--- src/rtl/prof_pkg.sv ---
// ---------------------------------------------------------------------------
// prof_pkg
//   Shared types and default widths for the ap_ctrl transaction profiler.
//   Contents:
//     PROF_CNT_W       default latency / transaction counter width
//     PROF_TRIP_W      default loop trip counter width
//     PROF_STATE_W     default kernel FSM state vector width (one-hot)
//     PROF_FIFO_DEPTH  default record FIFO depth (power of two, >= 2)
//     prof_state_t     profiler FSM states
//     prof_rec_t       one profiling record at the default widths
// ---------------------------------------------------------------------------
package prof_pkg;

    localparam int PROF_CNT_W      = 32;
    localparam int PROF_TRIP_W     = 16;
    localparam int PROF_STATE_W    = 4;
    localparam int PROF_FIFO_DEPTH = 8;

    // IDLE waits for ap_start, RUN tracks one kernel transaction.
    typedef enum logic {
        IDLE = 1'b0,
        RUN  = 1'b1
    } prof_state_t;

    // Record layout used by the FIFO: latency in the upper bits, trip count
    // in the lower bits. The top module packs records in the same order at
    // whatever widths it is parameterised with.
    typedef struct packed {
        logic [PROF_CNT_W-1:0]  latency;
        logic [PROF_TRIP_W-1:0] trip;
    } prof_rec_t;

endpackage

--- src/rtl/prof_rec_fifo.sv ---
// ---------------------------------------------------------------------------
// prof_rec_fifo
//   Synchronous record FIFO for the profiler. Every storage entry is a
//   register that is cleared by reset, so the head data presented on
//   pop_data is a register output and reads as zero straight out of reset.
//   There is no write-to-read bypass: a pushed record becomes visible on
//   the cycle after the push.
// Ports:
//   clk        in   clock
//   rst_n      in   asynchronous active-low reset
//   push       in   write push_data this cycle (ignored when full unless pop)
//   push_data  in   record to store
//   full       out  all DEPTH entries occupied
//   pop        in   discard the head entry this cycle (ignored when empty)
//   pop_data   out  head entry
//   empty      out  no entries stored
// ---------------------------------------------------------------------------
module prof_rec_fifo #(
    parameter int DATA_W = 48,
    parameter int DEPTH  = 8
) (
    input  logic              clk,
    input  logic              rst_n,
    input  logic              push,
    input  logic [DATA_W-1:0] push_data,
    output logic              full,
    input  logic              pop,
    output logic [DATA_W-1:0] pop_data,
    output logic              empty
);

    localparam int AW = $clog2(DEPTH);
    localparam logic [AW:0] PTR_ONE = (AW+1)'(1);

    logic [DATA_W-1:0] mem_q [DEPTH];
    logic [AW:0]       wrPtr_q;
    logic [AW:0]       rdPtr_q;
    logic              doPush;
    logic              doPop;

    // Pointers carry one extra wrap bit so full and empty are told apart
    // without a separate occupancy counter. A push into a full FIFO is
    // still accepted when the head is popped in the same cycle, because
    // the slot being written is the one being freed.
    always_comb begin
        empty  = (wrPtr_q == rdPtr_q);
        full   = (wrPtr_q[AW] != rdPtr_q[AW]) &&
                 (wrPtr_q[AW-1:0] == rdPtr_q[AW-1:0]);
        doPop  = pop && !empty;
        doPush = push && (!full || doPop);
    end

    assign pop_data = mem_q[rdPtr_q[AW-1:0]];

    // Storage and pointer update; reset clears the entries as well so the
    // head output is defined while the FIFO is empty after reset.
    always_ff @(posedge clk or negedge rst_n) begin
        if (!rst_n) begin
            wrPtr_q <= '0;
            rdPtr_q <= '0;
            for (int i = 0; i < DEPTH; i++) begin
                mem_q[i] <= '0;
            end
        end else begin
            if (doPush) begin
                mem_q[wrPtr_q[AW-1:0]] <= push_data;
                wrPtr_q                <= wrPtr_q + PTR_ONE;
            end
            if (doPop) begin
                rdPtr_q <= rdPtr_q + PTR_ONE;
            end
        end
    end

endmodule

--- src/rtl/ap_ctrl_txn_profiler.sv ---
// ---------------------------------------------------------------------------
// ap_ctrl_txn_profiler
//   Watches an HLS kernel's ap_ctrl_hs handshake and its one-hot FSM state
//   register. For every completed transaction it produces one record of
//   {latency, loop trip count} into a small FIFO that a downstream monitor
//   drains over a valid/ready port.
// Ports:
//   ap_clk          in   clock
//   ap_rst_n        in   asynchronous active-low reset
//   ap_start        in   kernel ap_start (observed only)
//   ap_done         in   kernel ap_done
//   ap_ready        in   kernel ap_ready (observed only, not needed here)
//   cur_state       in   kernel ap_CS_fsm
//   iter_end_state  in   one-hot code of the loop iteration-end state
//   rec_valid       out  a record is available at the FIFO head
//   rec_ready       in   consumer accepts the head record
//   rec_latency     out  start cycle to done cycle, inclusive
//   rec_trip        out  loop iterations completed in the transaction
//   busy            out  a transaction is being tracked
//   txn_count       out  completed transactions, including dropped records
//   drop_count      out  records lost because the FIFO was full
//   overflow        out  sticky, set by the first dropped record
// All counters saturate at all-ones rather than wrapping.
// ---------------------------------------------------------------------------
module ap_ctrl_txn_profiler
    import prof_pkg::*;
#(
    parameter int CNT_W      = PROF_CNT_W,
    parameter int TRIP_W     = PROF_TRIP_W,
    parameter int STATE_W    = PROF_STATE_W,
    parameter int FIFO_DEPTH = PROF_FIFO_DEPTH
) (
    input  logic               ap_clk,
    input  logic               ap_rst_n,
    input  logic               ap_start,
    input  logic               ap_done,
    input  logic               ap_ready,
    input  logic [STATE_W-1:0] cur_state,
    input  logic [STATE_W-1:0] iter_end_state,
    output logic               rec_valid,
    input  logic               rec_ready,
    output logic [CNT_W-1:0]   rec_latency,
    output logic [TRIP_W-1:0]  rec_trip,
    output logic               busy,
    output logic [CNT_W-1:0]   txn_count,
    output logic [CNT_W-1:0]   drop_count,
    output logic               overflow
);

    localparam int REC_W = CNT_W + TRIP_W;
    localparam logic [CNT_W-1:0]  CNT_ONE  = CNT_W'(1);
    localparam logic [TRIP_W-1:0] TRIP_ONE = TRIP_W'(1);

    prof_state_t       state_q, state_d;
    logic [CNT_W-1:0]  latCnt_q, latCnt_d;
    logic [TRIP_W-1:0] tripCnt_q, tripCnt_d;
    logic              prevInEnd_q, prevInEnd_d;
    logic [CNT_W-1:0]  txnCnt_q;
    logic [CNT_W-1:0]  dropCnt_q;
    logic              overflow_q;

    logic [CNT_W-1:0]  latInc;
    logic [TRIP_W-1:0] tripInc;
    logic [CNT_W-1:0]  txnInc;
    logic [CNT_W-1:0]  dropInc;
    logic              inEnd;
    logic              iterEntry;

    logic              recPush;
    logic [CNT_W-1:0]  recLat;
    logic [TRIP_W-1:0] recTrip;
    logic              recDrop;
    logic              fifoPush;
    logic              fifoPop;
    logic              fifoFull;
    logic              fifoEmpty;
    logic [REC_W-1:0]  fifoHead;

    // ap_ready carries no information the profiler needs beyond ap_done,
    // so it is tapped only to keep the port connected to something.
    logic              unusedApReady;
    assign unusedApReady = ap_ready;

    // Saturating increments: once a counter reaches all-ones it stays there.
    always_comb begin
        latInc  = (&latCnt_q)  ? latCnt_q  : latCnt_q  + CNT_ONE;
        tripInc = (&tripCnt_q) ? tripCnt_q : tripCnt_q + TRIP_ONE;
        txnInc  = (&txnCnt_q)  ? txnCnt_q  : txnCnt_q  + CNT_ONE;
        dropInc = (&dropCnt_q) ? dropCnt_q : dropCnt_q + CNT_ONE;
    end

    // An iteration is counted on the cycle the kernel enters its
    // iteration-end state, so an end state that lasts several cycles is
    // only counted once.
    always_comb begin
        inEnd     = |(cur_state & iter_end_state);
        iterEntry = inEnd && !prevInEnd_q;
    end

    // Profiler FSM next state. latCnt_q holds the cycles seen before the
    // current one, so the record latency on the done cycle is the
    // incremented value, which makes the count inclusive of both the start
    // and the done cycle. A done with ap_start still high returns to IDLE
    // for one cycle, and IDLE then starts the following transaction.
    always_comb begin
        state_d     = state_q;
        latCnt_d    = latCnt_q;
        tripCnt_d   = tripCnt_q;
        prevInEnd_d = prevInEnd_q;
        recPush     = 1'b0;
        recLat      = '0;
        recTrip     = '0;

        case (state_q)
            IDLE: begin
                if (ap_start && ap_done) begin
                    // Single-cycle kernel: start and done coincide.
                    recPush = 1'b1;
                    recLat  = CNT_ONE;
                    recTrip = '0;
                end else if (ap_start) begin
                    state_d     = RUN;
                    latCnt_d    = CNT_ONE;
                    tripCnt_d   = '0;
                    prevInEnd_d = 1'b0;
                end
            end
            RUN: begin
                latCnt_d    = latInc;
                tripCnt_d   = iterEntry ? tripInc : tripCnt_q;
                prevInEnd_d = inEnd;
                if (ap_done) begin
                    recPush = 1'b1;
                    recLat  = latCnt_d;
                    recTrip = tripCnt_d;
                    state_d = IDLE;
                end
            end
            default: begin
                state_d = IDLE;
            end
        endcase
    end

    // FSM state and per-transaction counters. Reset discards any
    // transaction in flight.
    always_ff @(posedge ap_clk or negedge ap_rst_n) begin
        if (!ap_rst_n) begin
            state_q     <= IDLE;
            latCnt_q    <= '0;
            tripCnt_q   <= '0;
            prevInEnd_q <= 1'b0;
        end else begin
            state_q     <= state_d;
            latCnt_q    <= latCnt_d;
            tripCnt_q   <= tripCnt_d;
            prevInEnd_q <= prevInEnd_d;
        end
    end

    // A record is lost only if the FIFO is full and the consumer is not
    // taking the head in the same cycle.
    always_comb begin
        fifoPop  = !fifoEmpty && rec_ready;
        fifoPush = recPush && (!fifoFull || fifoPop);
        recDrop  = recPush && fifoFull && !fifoPop;
    end

    // Transaction, drop and overflow bookkeeping. Dropped records still
    // count as completed transactions.
    always_ff @(posedge ap_clk or negedge ap_rst_n) begin
        if (!ap_rst_n) begin
            txnCnt_q   <= '0;
            dropCnt_q  <= '0;
            overflow_q <= 1'b0;
        end else begin
            if (recPush) begin
                txnCnt_q <= txnInc;
            end
            if (recDrop) begin
                dropCnt_q  <= dropInc;
                overflow_q <= 1'b1;
            end
        end
    end

    prof_rec_fifo #(
        .DATA_W (REC_W),
        .DEPTH  (FIFO_DEPTH)
    ) uRecFifo (
        .clk       (ap_clk),
        .rst_n     (ap_rst_n),
        .push      (fifoPush),
        .push_data ({recLat, recTrip}),
        .full      (fifoFull),
        .pop       (fifoPop),
        .pop_data  (fifoHead),
        .empty     (fifoEmpty)
    );

    assign rec_valid   = !fifoEmpty;
    assign rec_latency = fifoHead[REC_W-1:TRIP_W];
    assign rec_trip    = fifoHead[TRIP_W-1:0];
    assign busy        = (state_q == RUN);
    assign txn_count   = txnCnt_q;
    assign drop_count  = dropCnt_q;
    assign overflow    = overflow_q;

endmodule

--- config.mk ---
export PLATFORM = sky130hd
export DESIGN_NAME = ap_ctrl_txn_profiler
export DESIGN_NICKNAME = d
export VERILOG_FILES = /design/src/rtl/prof_pkg.sv /design/src/rtl/prof_rec_fifo.sv /design/src/rtl/ap_ctrl_txn_profiler.sv
export SDC_FILE = /design/constraint.sdc
export NUM_CORES = 1
export LEC_CHECK = 0
export ABC_CLOCK_PERIOD_IN_PS = 2600
export CAP_MARGIN = 20
export CORE_UTILIZATION = 35
export DETAILED_ROUTE_END_ITERATION = 10
export HOLD_SLACK_MARGIN = 0.03
export SLEW_MARGIN = 0
export SYNTH_ARGS = -nofsm -noshare
export SYNTH_HDL_FRONTEND = slang
export SYNTH_SLANG_ARGS = --single-unit
--- constraint.sdc ---
create_clock -name ap_clk -period 2.6 [get_ports ap_clk]
set_input_delay 0.52 -clock ap_clk [delete_from_list [all_inputs] [get_ports ap_clk]]
set_output_delay 0.52 -clock ap_clk [all_outputs]
set_load 0.005 [all_outputs]
# --- Yosys cells after proc, flatten, opt, wreduce, memory -nomap -nowiden ---
# Cells that the tools add are included.
op_classes:
  addsub: 6
  magnitude_cmp: 3
  n_eq_ne: 5
  n_mux: 30
  n_bitwise: 6
  reduce_logical: 24
ops:
  columns: ["operator", "count"]
  rows:
  - ["bitwise mux 384 bit", 1]
  - ["binary-select mux 48 bit (select 3 bit)", 1]
  - ["demux 48 bit (select 3 bit)", 1]
  - ["two-way mux 48 bit", 3]
  - ["two-way mux 32 bit", 4]
  - ["case mux 32 bit (2 select lines)", 2]
  - ["adder 32 x 1 -> 32 bit (second input constant)", 3]
  - ["AND reduction 32 bit", 3]
  - ["two-way mux 16 bit", 5]
  - ["case mux 16 bit (2 select lines)", 2]
  - ["adder 16 x 1 -> 16 bit (second input constant)", 1]
  - ["AND reduction 16 bit", 1]
  - ["logical AND 1 bit", 10]
  - ["adder 4 x 1 -> 4 bit (second input constant)", 2]
  - [">= comparator 4 bit (second input constant)", 2]
  - ["two-way mux 1 bit", 8]
  - ["NOT 3 -> 4 bit", 2]
  - ["case mux 1 bit (2 select lines)", 3]
  - ["AND reduction 2 bit", 3]
  - ["AND 4 bit", 1]
  - ["equality test 4 bit", 1]
  - ["zero test 1 bit", 4]
  - ["< comparator 4 x 1 -> 1 bit (second input constant)", 1]
  - ["inequality test 2 bit (second input constant)", 2]
  - ["5 further kinds", 8]
totals:
  regBits: 507
  input_bits: 14
  word_cells: 91

# --- Depth between registers and ports, before layout ---
# Gate-level depths: netlist of the first run.
depth:
  word_depth: 7
  depth_mapped: 10

# --- By module ---
# A second synthesis of the first run with hierarchy kept.
unflattened:
  hier_cells: 1811
  area_unflattened_um2: 24601.1
by_module_without_submodules:
  columns: ["mod", "n_inst", "cells_per_inst", "area_each_um2", "seq_area_each_um2"]
  rows:
  - ["prof_rec_fifo", 1, 1036, 17700.7, 9809.4]
  - ["ap_ctrl_txn_profiler", 1, 775, 6900.4, 2877.8]

# --- Least setup slack after synthesis of the first run ---
# OpenSTA, ideal clock, no wires.
synth_timing:
  path_kind: "register to output"
  startpoint: "register uRecFifo.rdPtr_q[0]"
  endpoint: "output port rec_latency[15]"
  t_arrival_ns: 1.891
  required_time_ns: 2.080
  path_slack_ns: 0.189
  path_stages_with_launch: 6
  n_path_buf: 3
  path_cell_list: "dfrtp_1 > buf_2 > buf_2 > buf_2 > mux4_2 > mux2_2"
synth_via:
  elab_chain_len: 4
synth_rtl:
  columns: ["item", "line", "rtl"]
  rows:
  - ["start: declaration", "prof_rec_fifo.sv:37", "logic [AW:0] rdPtr_q;"]
  - ["start signal: assignment", "prof_rec_fifo.sv:70", "rdPtr_q <= rdPtr_q + PTR_ONE;"]
  - ["NOT 3 -> 4 bit (not written as such)", "prof_rec_fifo.sv:53", "assign pop_data = mem_q[rdPtr_q[AW-1:0]];"]
  - ["binary-select mux 48 bit (select 3 bit)", "prof_rec_fifo.sv:53", null]
  - ["two-way mux 48 bit (not written as such) (2 in a row)", "prof_rec_fifo.sv:53", null]
  - ["end: declaration", "ap_ctrl_txn_profiler.sv:42", "output logic [CNT_W-1:0] rec_latency,"]
# Every way passes these cells. The select of a mux whose other input is x is not followed.

# --- Final worst setup path of the first run ---
layout_timing:
  startpoint: "register uRecFifo.rdPtr_q[0]"
  endpoint: "output port rec_trip[8]"
layout_via:
  elab_chain_len: 4
layout_rtl:
  columns: ["item", "line", "rtl"]
  rows:
  - ["NOT 3 -> 4 bit (not written as such)", "prof_rec_fifo.sv:53", null]
  - ["binary-select mux 48 bit (select 3 bit)", "prof_rec_fifo.sv:53", null]
  - ["two-way mux 48 bit (not written as such) (2 in a row)", "prof_rec_fifo.sv:53", null]
  - ["end: declaration", "ap_ctrl_txn_profiler.sv:43", "output logic [TRIP_W-1:0] rec_trip,"]
# Every way passes these cells. The select of a mux whose other input is x is not followed.

==> flow_metrics.tcl, run 1 <==
set metrics [dict create \
    status "complete, but fails checks" \
    violations "setup timing" \
    drc 0 \
    wl_mm 65.17 \
    yosysWarnings 0 \
    globalRouteTotalUtil_pct 19.89 \
    crit_type "reg -> out" \
    path_clk_slew_ns 0.06 \
    grt_setup_unrepaired "true" \
    required_ns 2.08 \
    grt_max_degree 76 \
    wl_met2_mm 32.23 \
    irDropWorstVdd_uv 531.5 \
    async_flop_share_pct 100.0 \
    mappedNetlistArea_um2 22980 \
    die_w_um 258.3 \
    synth_area_per_cell_um2 10.80 \
    design_area_um2 29310 \
    wl_met1_mm 26.92 \
    final_layout_size_suffix_gt1_share_pct 21.44 \
    cts_num_sinks 507 \
    met3_length_mm 4.137 \
    hp-class "in -> async" \
    cap_violations 0 \
    num-fill-cells 5996 \
    worstMarginPinSlew_ns 0.8926 \
    via_per_inst 5.339 \
    drtIter0Drc 1211 \
    top_layer "met4" \
    clock_skew_ns 0.03094 \
    max_freq_mhz 334.1 \
    coreArea_um2 64700 \
    cts.htree.levels 2 \
    ys_seq_area_share_pct 55.20 \
    vias 17490 \
    grt_pass1_wl_mm 104.0 \
    first_pass_iters 6 \
    cts_buffer_depth 3 \
    dpl_cell_area_um2 26580 \
    setup_slack_ns -0.3930 \
    routedWlPerCell_um 19.89 \
    num_io_pins 129 \
    crit_fanout 6 \
    power.share.switching_pct 29.12 \
    post-route-util_pct 45.31 \
    fin_crit_sh_pct 115.1 \
    die_h_um 258.3 \
    port_buffers 127 \
    clk_latency_ns 0.63 \
    synth_edf_count 0 \
    powerDensity_nw_per_um2 799.0 \
    multi_input_area_um2 9958 \
    dp_hpwl_mm 42.01 \
    r2r_slack_ns 0.12 \
    setup_viol 49 \
    dieArea_um2 66700 \
    overflow 0 \
    slew_headroom_pct 40.23 \
    endpoint_kind "primary output" \
    num_rows 93 \
    slew_viol_final 0 \
    total_power_mw 23.42 \
    total_leakage_power_nw 12.73 \
    antenna_found_initial 0 \
    cts_buffers 55 \
    combPwrFrac_pct 27.2 \
    synth.distinct_cells 63 \
    ys_ff_latch 507 \
    seq_area_um2 12700 \
    area_delta_synth_final_pct 27.54 \
    ant_nets 0 \
    crit_arrival_ns 2.47 \
    syn_inst 2129 \
    p_switching_mw 6.821 \
    p_int_mw 16.60 \
    start_util_pct 35.52 \
    startpoint_type "register" \
    syn-num-nets 2149 \
    nets 2402 \
    root_buffer "clkbuf_16" \
    seqPwrFrac_pct 37.9 \
    hold_viol_final 0 \
    clkPwrFrac_pct 34.8 \
    antennaDiodeCount 0 \
    grt_pass1_vias 18201 \
    post-route-min-period_ns 2.993 \
    ys.flop_type "dfrtp_1" \
    gp_congestion 0.8433 \
    cts_tree "done" \
]
## stage by stage
step	TNS, ns	hold WS (ns)	worst slack, ns	instances
CTS	-18.27	0.4784	-0.4757	3267
floorplan	0	0.2244	0.1893	2129
finish	-15.36	0.4555	-0.3930	3276
detailed placement	-1.429	0.4654	-0.1109	3141
global route	-18.43	0.4849	-0.4330	3276
global placement	-0.2129	0.4566	-0.04633	3141
## cell type report
class	instances	area share (%)
Clock inverter	14	0.9476
Tap cell	855	3.649
Timing Repair Buffer	329	12.42
Sequential cell	507	43.31
Clock buffer	82	5.485
Multi-Input combinational cell	1472	33.97
Inverter	17	0.2177
## Yosys cell counts, types with 4 or more instances
cell / count / area share (%)
a21oi_1: 18 / 0.39
a22o_1: 19 / 0.72
a31oi_1: 8 / 0.22
and2_1: 8 / 0.22
and3_1: 25 / 0.68
and4_1: 16 / 0.61
buf_1: 9 / 0.15
buf_2: 27 / 0.59
clkbuf_1: 93 / 1.5
dfrtp_1: 507 / 55
ha_1: 6 / 0.33
inv_1: 17 / 0.28
mux2_2: 52 / 2.5
mux4_2: 96 / 9.4
nand2_1: 458 / 7.5
nand3_1: 45 / 0.98
nand4_1: 54 / 1.5
nor2_1: 69 / 1.1
nor3_1: 19 / 0.41
nor4_1: 7 / 0.19
o211ai_1: 4 / 0.13
o21ai_0: 390 / 8.5
o21ai_1: 15 / 0.33
or2_1: 4 / 0.11
xnor2_1: 62 / 2.4
xnor2_2: 4 / 0.28
xor2_1: 37 / 1.4
## sequential cells by signal, indices dropped and copies added (netlist names)
signal / cells
uRecFifo.mem_q: 384
txn_count: 32
prevInEnd_q: 1
tripCnt_q: 16
uRecFifo.rdPtr_q: 4
overflow: 1
busy: 1
latCnt_q: 32
uRecFifo.wrPtr_q: 4
drop_count: 32
## power groups by stage
| stage | Combinational [mW] | Clock [mW] | Sequential (mW) |
|---|---|---|---|
| finish | 6.37 | 8.16 | 8.89 |
| global route | 6.79 | 8.70 | 8.96 |
| CTS | 6.36 | 8.38 | 8.91 |
| detailed placement | 5.23 | 0 | 9.04 |
| global placement | 5.14 | 0 | 9.00 |
| floorplan | 2.86 | 0 | 8.83 |
## worst max-delay path: stages (launching register included)
cell	delay, ns
dfrtp_4	0.51
buf_12	0.16
buf_12	0.14
buf_12	0.12
mux4_2	0.44
mux2_4	0.32
buf_6	0.13
## placed cells by master, fill, tap and decap left out, types with 4 or more instances in the layout
cell type	instances
inv_1	17
nand3_1	42
buf_6	61
buf_8	15
clkbuf_8	13
clkbuf_16	55
buf_4	122
ha_1	6
clkbuf_1	14
a31oi_1	8
xnor2_2	7
or2_1	4
nand3_2	4
mux2_4	47
a21oi_1	17
nand2_1	455
mux2_2	5
a22o_1	19
and2_1	8
and4_1	16
o211ai_1	4
dfrtp_1	504
buf_12	51
nor4_1	6
clkdlybuf4s50_1	77
nor2_1	69
and3_1	25
xor2_1	36
mux4_2	96
nand4_1	54
xnor2_1	59
nor3_1	19
o21ai_0	388
bufinv_16	7
o21ai_1	16
## what timing repair did
item,4_1_cts,5_1_grt
endpoints found under the hold margin,53,0
buffers inserted,25,20
gates resized for setup,332,34
gates cloned,4,0
endpoints found under the setup margin,50,119
pin swaps,3,4
hold buffers,1,0
## final timing paths
| kind | start | endpoint | cells past startpoint |
|---|---|---|---|
| worst min register to register | uRecFifo.mem_q[222] | uRecFifo.mem_q[222] | 2 |
| worst max register to register | latCnt_q[16] | uRecFifo.mem_q[118] | 7 |
| max in group asynchronous | ap_rst_n | txn_count[7] | 3 |
| worst min-delay path | ap_rst_n | drop_count[11] | 2 |
| worst max-delay path | uRecFifo.rdPtr_q[0] | rec_trip[8] | 6 |
| min in group ap_clk | uRecFifo.mem_q[222] | uRecFifo.mem_q[222] | 2 |
## layer usage
layer | track usage (%) | up-vias
met1 | 25.18 | 8897
met3 | 4.030 | 101
li1 | - | 8000
met4 | 6.640 | 0
met2 | 33.96 | 492
met5 | 0 | -
## logic make-up after synthesis
logic type      synth area share [%]
fa+ha+maj                     0.3266
compound gates                 11.18
buf+inv                        2.629
flops                          55.20
mux                            12.00
xor+xnor                       4.127
simple gates                   14.54
(Power assumes the default switching activity.)
==> run 2, diff against run 1 <==
Settings changed: CTS_CLUSTER_SIZE set to 40.
==> results of run 2 <==
No change in the layout: final DEF, timing and power equal those of run 1.
